**src/rtl/branch_target_predictor_if.sv**
```systemverilog
// Fetch lookup and EX update signals of the branch target predictor.
// master = pipeline side (IF/EX), slave = predictor.
interface branch_target_predictor_if #(
    parameter int unsigned ADDR_W = 32
);
    logic              if_valid;
    logic [ADDR_W-1:0] if_pc;
    logic              pred_hit;
    logic              pred_taken;
    logic [ADDR_W-1:0] pred_target;
    logic              upd_en;
    logic [ADDR_W-1:0] upd_pc;
    logic              upd_taken;
    logic [ADDR_W-1:0] upd_target;
    logic              upd_mispredict;

    modport master (
        output if_valid, if_pc, upd_en, upd_pc, upd_taken, upd_target, upd_mispredict,
        input  pred_hit, pred_taken, pred_target
    );

    modport slave (
        input  if_valid, if_pc, upd_en, upd_pc, upd_taken, upd_target, upd_mispredict,
        output pred_hit, pred_taken, pred_target
    );
endinterface

```
**src/rtl/branch_target_predictor.sv**
```systemverilog
// Direct-mapped BTB with 2-bit saturating counters; combinational lookup, registered update.
// Define BTP_STATS_EN to add lookup/hit/mispredict statistics counters.
module branch_target_predictor #(
    parameter int unsigned IDX_BITS = 4,
    parameter int unsigned TAG_BITS = 8,
    parameter int unsigned ADDR_W   = 32
) (
    input  logic                       clk,
    input  logic                       rst,
`ifdef BTP_STATS_EN
    input  logic                       stat_clr,
    output logic [31:0]                stat_lookups,
    output logic [31:0]                stat_hits,
    output logic [31:0]                stat_mispredicts,
`endif
    branch_target_predictor_if.slave   bus
);
    localparam int unsigned ENTRIES = 1 << IDX_BITS;

    logic                valid_q  [ENTRIES];
    logic [TAG_BITS-1:0] tag_q    [ENTRIES];
    logic [ADDR_W-1:0]   target_q [ENTRIES];
    logic [1:0]          ctr_q    [ENTRIES];

    logic [IDX_BITS-1:0] if_idx, upd_idx;
    logic [TAG_BITS-1:0] if_tag, upd_tag;
    logic                upd_hit;
    logic                wr_en;
    logic [TAG_BITS-1:0] wr_tag;
    logic [ADDR_W-1:0]   wr_target;
    logic [1:0]          wr_ctr;

    assign if_idx  = bus.if_pc[IDX_BITS+1:2];
    assign if_tag  = bus.if_pc[IDX_BITS+TAG_BITS+1:IDX_BITS+2];
    assign upd_idx = bus.upd_pc[IDX_BITS+1:2];
    assign upd_tag = bus.upd_pc[IDX_BITS+TAG_BITS+1:IDX_BITS+2];

    // Lookup reads the stored entry directly, so a same-cycle update is not visible.
    always_comb begin
        bus.pred_hit    = bus.if_valid && valid_q[if_idx] && (tag_q[if_idx] == if_tag);
        bus.pred_taken  = bus.pred_hit && ctr_q[if_idx][1];
        bus.pred_target = bus.pred_taken ? target_q[if_idx] : bus.if_pc + ADDR_W'(4);
    end

    always_comb begin
        upd_hit   = valid_q[upd_idx] && (tag_q[upd_idx] == upd_tag);
        wr_en     = 1'b0;
        wr_tag    = tag_q[upd_idx];
        wr_target = target_q[upd_idx];
        wr_ctr    = ctr_q[upd_idx];
        if (bus.upd_en) begin
            if (upd_hit) begin
                wr_en = 1'b1;
                if (bus.upd_taken) begin
                    wr_ctr    = (ctr_q[upd_idx] == 2'b11) ? 2'b11 : ctr_q[upd_idx] + 2'd1;
                    wr_target = bus.upd_target;
                end else begin
                    wr_ctr = (ctr_q[upd_idx] == 2'b00) ? 2'b00 : ctr_q[upd_idx] - 2'd1;
                end
            end else if (bus.upd_taken) begin
                // Not-taken misses never allocate.
                wr_en     = 1'b1;
                wr_tag    = upd_tag;
                wr_target = bus.upd_target;
                wr_ctr    = 2'b10;
            end
        end
    end

    always_ff @(posedge clk or posedge rst) begin
        if (rst) begin
            for (int i = 0; i < ENTRIES; i++) begin
                valid_q[i]  <= 1'b0;
                tag_q[i]    <= '0;
                target_q[i] <= '0;
                ctr_q[i]    <= 2'b01;
            end
        end else if (wr_en) begin
            valid_q[upd_idx]  <= 1'b1;
            tag_q[upd_idx]    <= wr_tag;
            target_q[upd_idx] <= wr_target;
            ctr_q[upd_idx]    <= wr_ctr;
        end
    end

`ifdef BTP_STATS_EN
    logic [31:0] lookups_q, hits_q, mispredicts_q;

    always_ff @(posedge clk or posedge rst) begin
        if (rst) begin
            lookups_q     <= '0;
            hits_q        <= '0;
            mispredicts_q <= '0;
        end else if (stat_clr) begin
            lookups_q     <= '0;
            hits_q        <= '0;
            mispredicts_q <= '0;
        end else begin
            lookups_q     <= lookups_q + 32'(bus.if_valid);
            hits_q        <= hits_q + 32'(bus.pred_hit);
            mispredicts_q <= mispredicts_q + 32'(bus.upd_en && bus.upd_mispredict);
        end
    end

    assign stat_lookups     = lookups_q;
    assign stat_hits        = hits_q;
    assign stat_mispredicts = mispredicts_q;

    logic unused_bits;
    assign unused_bits = ^{bus.if_pc[1:0], bus.if_pc[ADDR_W-1:IDX_BITS+TAG_BITS+2],
                           bus.upd_pc[1:0], bus.upd_pc[ADDR_W-1:IDX_BITS+TAG_BITS+2]};
`else
    logic unused_bits;
    assign unused_bits = ^{bus.if_pc[1:0], bus.if_pc[ADDR_W-1:IDX_BITS+TAG_BITS+2],
                           bus.upd_pc[1:0], bus.upd_pc[ADDR_W-1:IDX_BITS+TAG_BITS+2],
                           bus.upd_mispredict};
`endif
endmodule
```
**src/flat_wrapper.sv**
```systemverilog
// flat-port wrapper written by rule: the top's interface ports become plain ports
module branch_target_predictor_flat 
#(
    parameter int unsigned IDX_BITS = 4,
    parameter int unsigned TAG_BITS = 8,
    parameter int unsigned ADDR_W   = 32
)
  (clk, rst, bus_if_valid, bus_if_pc, bus_upd_en, bus_upd_pc, bus_upd_taken, bus_upd_target, bus_upd_mispredict, bus_pred_hit, bus_pred_taken, bus_pred_target);
  branch_target_predictor_if #(.ADDR_W(ADDR_W)) bus_i ();
  input  logic clk;
  input  logic rst;
  input wire logic [$bits(bus_i.if_valid)-1:0] bus_if_valid;
  input wire logic [$bits(bus_i.if_pc)-1:0] bus_if_pc;
  input wire logic [$bits(bus_i.upd_en)-1:0] bus_upd_en;
  input wire logic [$bits(bus_i.upd_pc)-1:0] bus_upd_pc;
  input wire logic [$bits(bus_i.upd_taken)-1:0] bus_upd_taken;
  input wire logic [$bits(bus_i.upd_target)-1:0] bus_upd_target;
  input wire logic [$bits(bus_i.upd_mispredict)-1:0] bus_upd_mispredict;
  output wire logic [$bits(bus_i.pred_hit)-1:0] bus_pred_hit;
  output wire logic [$bits(bus_i.pred_taken)-1:0] bus_pred_taken;
  output wire logic [$bits(bus_i.pred_target)-1:0] bus_pred_target;
  assign bus_i.if_valid = bus_if_valid;
  assign bus_i.if_pc = bus_if_pc;
  assign bus_i.upd_en = bus_upd_en;
  assign bus_i.upd_pc = bus_upd_pc;
  assign bus_i.upd_taken = bus_upd_taken;
  assign bus_i.upd_target = bus_upd_target;
  assign bus_i.upd_mispredict = bus_upd_mispredict;
  assign bus_pred_hit = bus_i.pred_hit;
  assign bus_pred_taken = bus_i.pred_taken;
  assign bus_pred_target = bus_i.pred_target;
  branch_target_predictor #(.IDX_BITS(IDX_BITS), .TAG_BITS(TAG_BITS), .ADDR_W(ADDR_W)) u_core (.clk(clk), .rst(rst), .bus(bus_i));
endmodule
```
**config.mk**
```make
export PLATFORM = sky130hd
export DESIGN_NAME = branch_target_predictor_flat
export DESIGN_NICKNAME = d
export VERILOG_FILES = /design/src/rtl/branch_target_predictor_if.sv /design/src/rtl/branch_target_predictor.sv /design/src/flat_wrapper.sv
export SDC_FILE = /design/constraint.sdc
export NUM_CORES = 2
export LEC_CHECK = 0
export CORE_ASPECT_RATIO = 1.75
export CORE_MARGIN = 5
export CORE_UTILIZATION = 58
export CTS_BUF_LIST = sky130_fd_sc_hd__clkbuf_4
export CTS_CLUSTER_SIZE = 40
export DETAILED_ROUTE_END_ITERATION = 12
export HOLD_SLACK_MARGIN = 0.15
export PLACE_DENSITY = 0.79
export SYNTH_ARGS = -nofsm -noshare
export SYNTH_HDL_FRONTEND = slang
export SYNTH_SLANG_ARGS = --single-unit
```
**constraint.sdc**
```tcl
create_clock -name clk -period 23.6 [get_ports clk]
set_input_delay 3.54 -clock clk [delete_from_list [all_inputs] [get_ports clk]]
set_output_delay 3.54 -clock clk [all_outputs]
set_load 0.1 [all_outputs]
```
==> flow_summary_export.csv <==
group,metric,value,unit
outcome,outcome,"finished clean",
clock_tree,clk_latency,0.92,ns
yosys,synth_area,37690,µm²
global_routing,grt_pass1_vias,25800,
final_layout,drive_gt1_frac,0.4103,
critical_path,cp_slowest_cell,"clkdlybuf4s50_1",
critical_path,worstPathMaxFanout,55,
final_layout,nNetsFinal,2559,
clock_tree,clkSlewWorstSetupHoldPaths,0.07,ns
drt,num_vias,23250,
critical_path,crit_path_start_kind,"primary input",
yosys,synthArstFlopShare,1.000,
yosys,synthFlopType,"dfrtp_1",
die,fp.dieH,347.2,µm
worst_hold_path,min_path_type,"flip-flop to flip-flop",
timing,setup_ws,10.28,ns
clock_tree,ctsHoldBuffers,0,
global_routing,antenna_found_initial,2,
yosys,avgSynthCellArea,15.85,µm²
timing,setup_violations,0,
drt,drt-total-wl,99.62,mm
pwr,p_per_area,72.66,nW/µm²
timing,slew_headroom,0.1762,
yosys,synth_fp_nets,2481,
timing,fin_crit,13.32,ns
timing,finalHoldViolCount,0,
yosys,yosys.area.top_type,"dfrtp_1",
global_routing,grt_use_total,0.2871,
drt,wl_per_cell,29.45,µm
yosys,synth_top_cell_area_share,0.4461,
yosys,ys_ff_latch,688,
yosys,synth_warnings,0,
drt,drc_errors,0,
timing,max_freq,75.05,MHz
critical_path,slowest_delay,1.24,ns
die,dieArea,70390,µm²
run,max_cap_violations,0,
global_routing,grt_start_max_net_pins,180,
critical_path,crit_buf_inv,4,
final_layout,final_cell_mix,"dfrtp_1 (672), mux4_2 (398), mux2_1 (390)",
yosys,ys_types,55,
timing,tightest_slew,1.233,ns
drt,drtAntennaViolNets,0,
timing,skew,0.07136,ns
timing,slew_viol_final,0,
pwr,peakVddDrop,0.04358,mV
global_routing,grt_overflow_total,0,
die,core_region_area,64330,µm²
clock_tree,cts_resized,0,
placed_design,gp_congestion,0.8008,
final_layout,post-route-util,0.6396,
critical_path,worstPathArrival,9.78,ns
timing,rsz0062_at_grt,"false",
die,initial_core_util,0.5859,
yosys,ys_top_cells_by_area,"dfrtp_1 (45%), mux4_2 (24%), mux2_1 (12%)",
drt,drt_iter0_markers,1812,
critical_path,endpoint_kind,"primary output",
final_layout,area_growth,9.158,%
clock_tree,cts_buffers,157,
clock_tree,cts_max_path_buffers,3,
critical_path,worst-endpoint-required,20.06,ns
placed_design,post-place-ws,10.27,ns
timing,timing.final.crit_share,0.5646,
drt,firstDrtPassIters,5,
placed_design,dp_hpwl,56.75,mm
timing,fin_tns_setup,0,ns
yosys,seq_area_frac_synth,0.4573,
placed_design,port_buffers,114,
clock_tree,cts_htree_levels,4,
die,rows,123,
critical_path,crit_chain,"buf_8, buf_4, mux4_2, mux4_2, xnor2_1, nand4_1, nor3b_1, nand4b_1, buf_4, a21oi_1, clkdlybuf4s50_1",
critical_path,critical_path.top_delay_family,"buffers and inverters",
die,die_w,202.7,µm
clock_tree,post_cts_buffers,0,
pwr,p_leak,18.90,nW
clock_tree,cts.sinks,688,
yosys,synth_cells,2378,
clock_tree,cts_tree,"done",
clock_tree,root_buffer,"clkbuf_4",
yosys,synth_edf_count,0,
critical_path,crit_type,"primary input to primary output",
final_layout,layout_commonest_cell,"dfrtp_1",
global_routing,grt_pass1_wl,153.5,mm
drt,vias_per_cell,6.875,
die,pin_count,136,
[final timing paths]
check                                  start                    to  slack [ns]  cells after the start
max reg2reg                 u_core.tag_q[95]    u_core.target_q[1]       19.29                     10
max                             bus_if_pc[2]    bus_pred_target[4]       10.28                     11
min                        u_core.valid_q[7]     u_core.valid_q[7]        0.49                      1
min reg2reg                u_core.valid_q[7]     u_core.valid_q[7]        0.49                      1
min in group asynchronous                rst  u_core.target_q[390]        3.22                      2
max in group asynchronous                rst      u_core.tag_q[73]       17.85                      4
[routing by layer]
metal	vias up	routed length, µm	global-route usage
li1	9496	-	-
met1	12530	36650	0.3601
met2	968	52250	0.4947
met3	255	6211	0.04715
met4	2	4491	0.1276
met5	-	13	0
[worst reg2reg max path, stage by stage, from the launching register on]
cell	delay, ns
dfrtp_1	0.42
mux4_2	0.46
nor3b_1	0.20
a31oi_1	0.07
and4_1	0.22
a31oi_1	0.57
o31ai_4	0.13
buf_4	0.29
nand2_2	0.64
buf_4	0.70
mux2_2	0.46
[flip-flops by register name, indices dropped and copies added (netlist names)]
register         count
u_core.tag_q       128
u_core.valid_q      16
u_core.target_q    512
u_core.ctr_q        32
[stage by stage]
step,instances,hold slack (ns),instance area [µm²],power (W)
global route,3382,0.5132,41150,0.003128
global placement,3109,0.4607,39130,0.002005
detailed placement,3109,0.4700,39130,0.002050
finish,3382,0.4922,41150,0.002990
CTS,3381,0.4903,41140,0.003011
floorplan,2378,0.4461,37690,0.001888
[kinds of logic (layout without fill, tap and decap cells)]
kind of cell	count (synthesis)	count (layout)	share of synthesized area
buffers and inverters	231	422	0.02768
AOI/OAI and AO/OA	71	71	0.01278
xor gates and xnor gates	42	42	0.009759
muxes	1163	1163	0.4649
and+or+nand+nor	181	181	0.02702
other	0	1	0
DFF	688	688	0.4573
adders and majority gates	2	2	0.0005974
[where the power goes]
group / switching, W / leakage [nW] / total, W / internal, W
logic: 0.000265 / 8.47 / 0.000579 / 0.000314
registers: 0.000115 / 9.23 / 0.00145 / 0.00133
clock network: 0.000466 / 1.20 / 0.000961 / 0.000494
total: 0.000847 / 18.9 / 0.00299 / 0.00214
[synthesized netlist by cell type (15+ instances only)]
library cell,number
dfrtp_1,672
mux4_2,398
mux2_1,390
mux2_2,331
buf_2,90
clkbuf_1,86
nor2_1,54
mux2i_1,44
a21oi_1,35
buf_1,35
nand2_1,24
xnor2_1,24
nand2b_1,20
xor2_1,18
dfstp_2,16
nand3_1,15
[final cells by class]
class | count | area, µm²
fillers | 4675 | 23180
multi-input cells | 1459 | 19470
flip-flops and latches | 688 | 17240
clock buffers | 233 | 1749
repair buffers | 142 | 1369
well taps | 812 | 1016
clock inverters | 39 | 269.0
inverters | 8 | 37.54
diodes | 1 | 2.502
(Power assumes the default switching activity.)
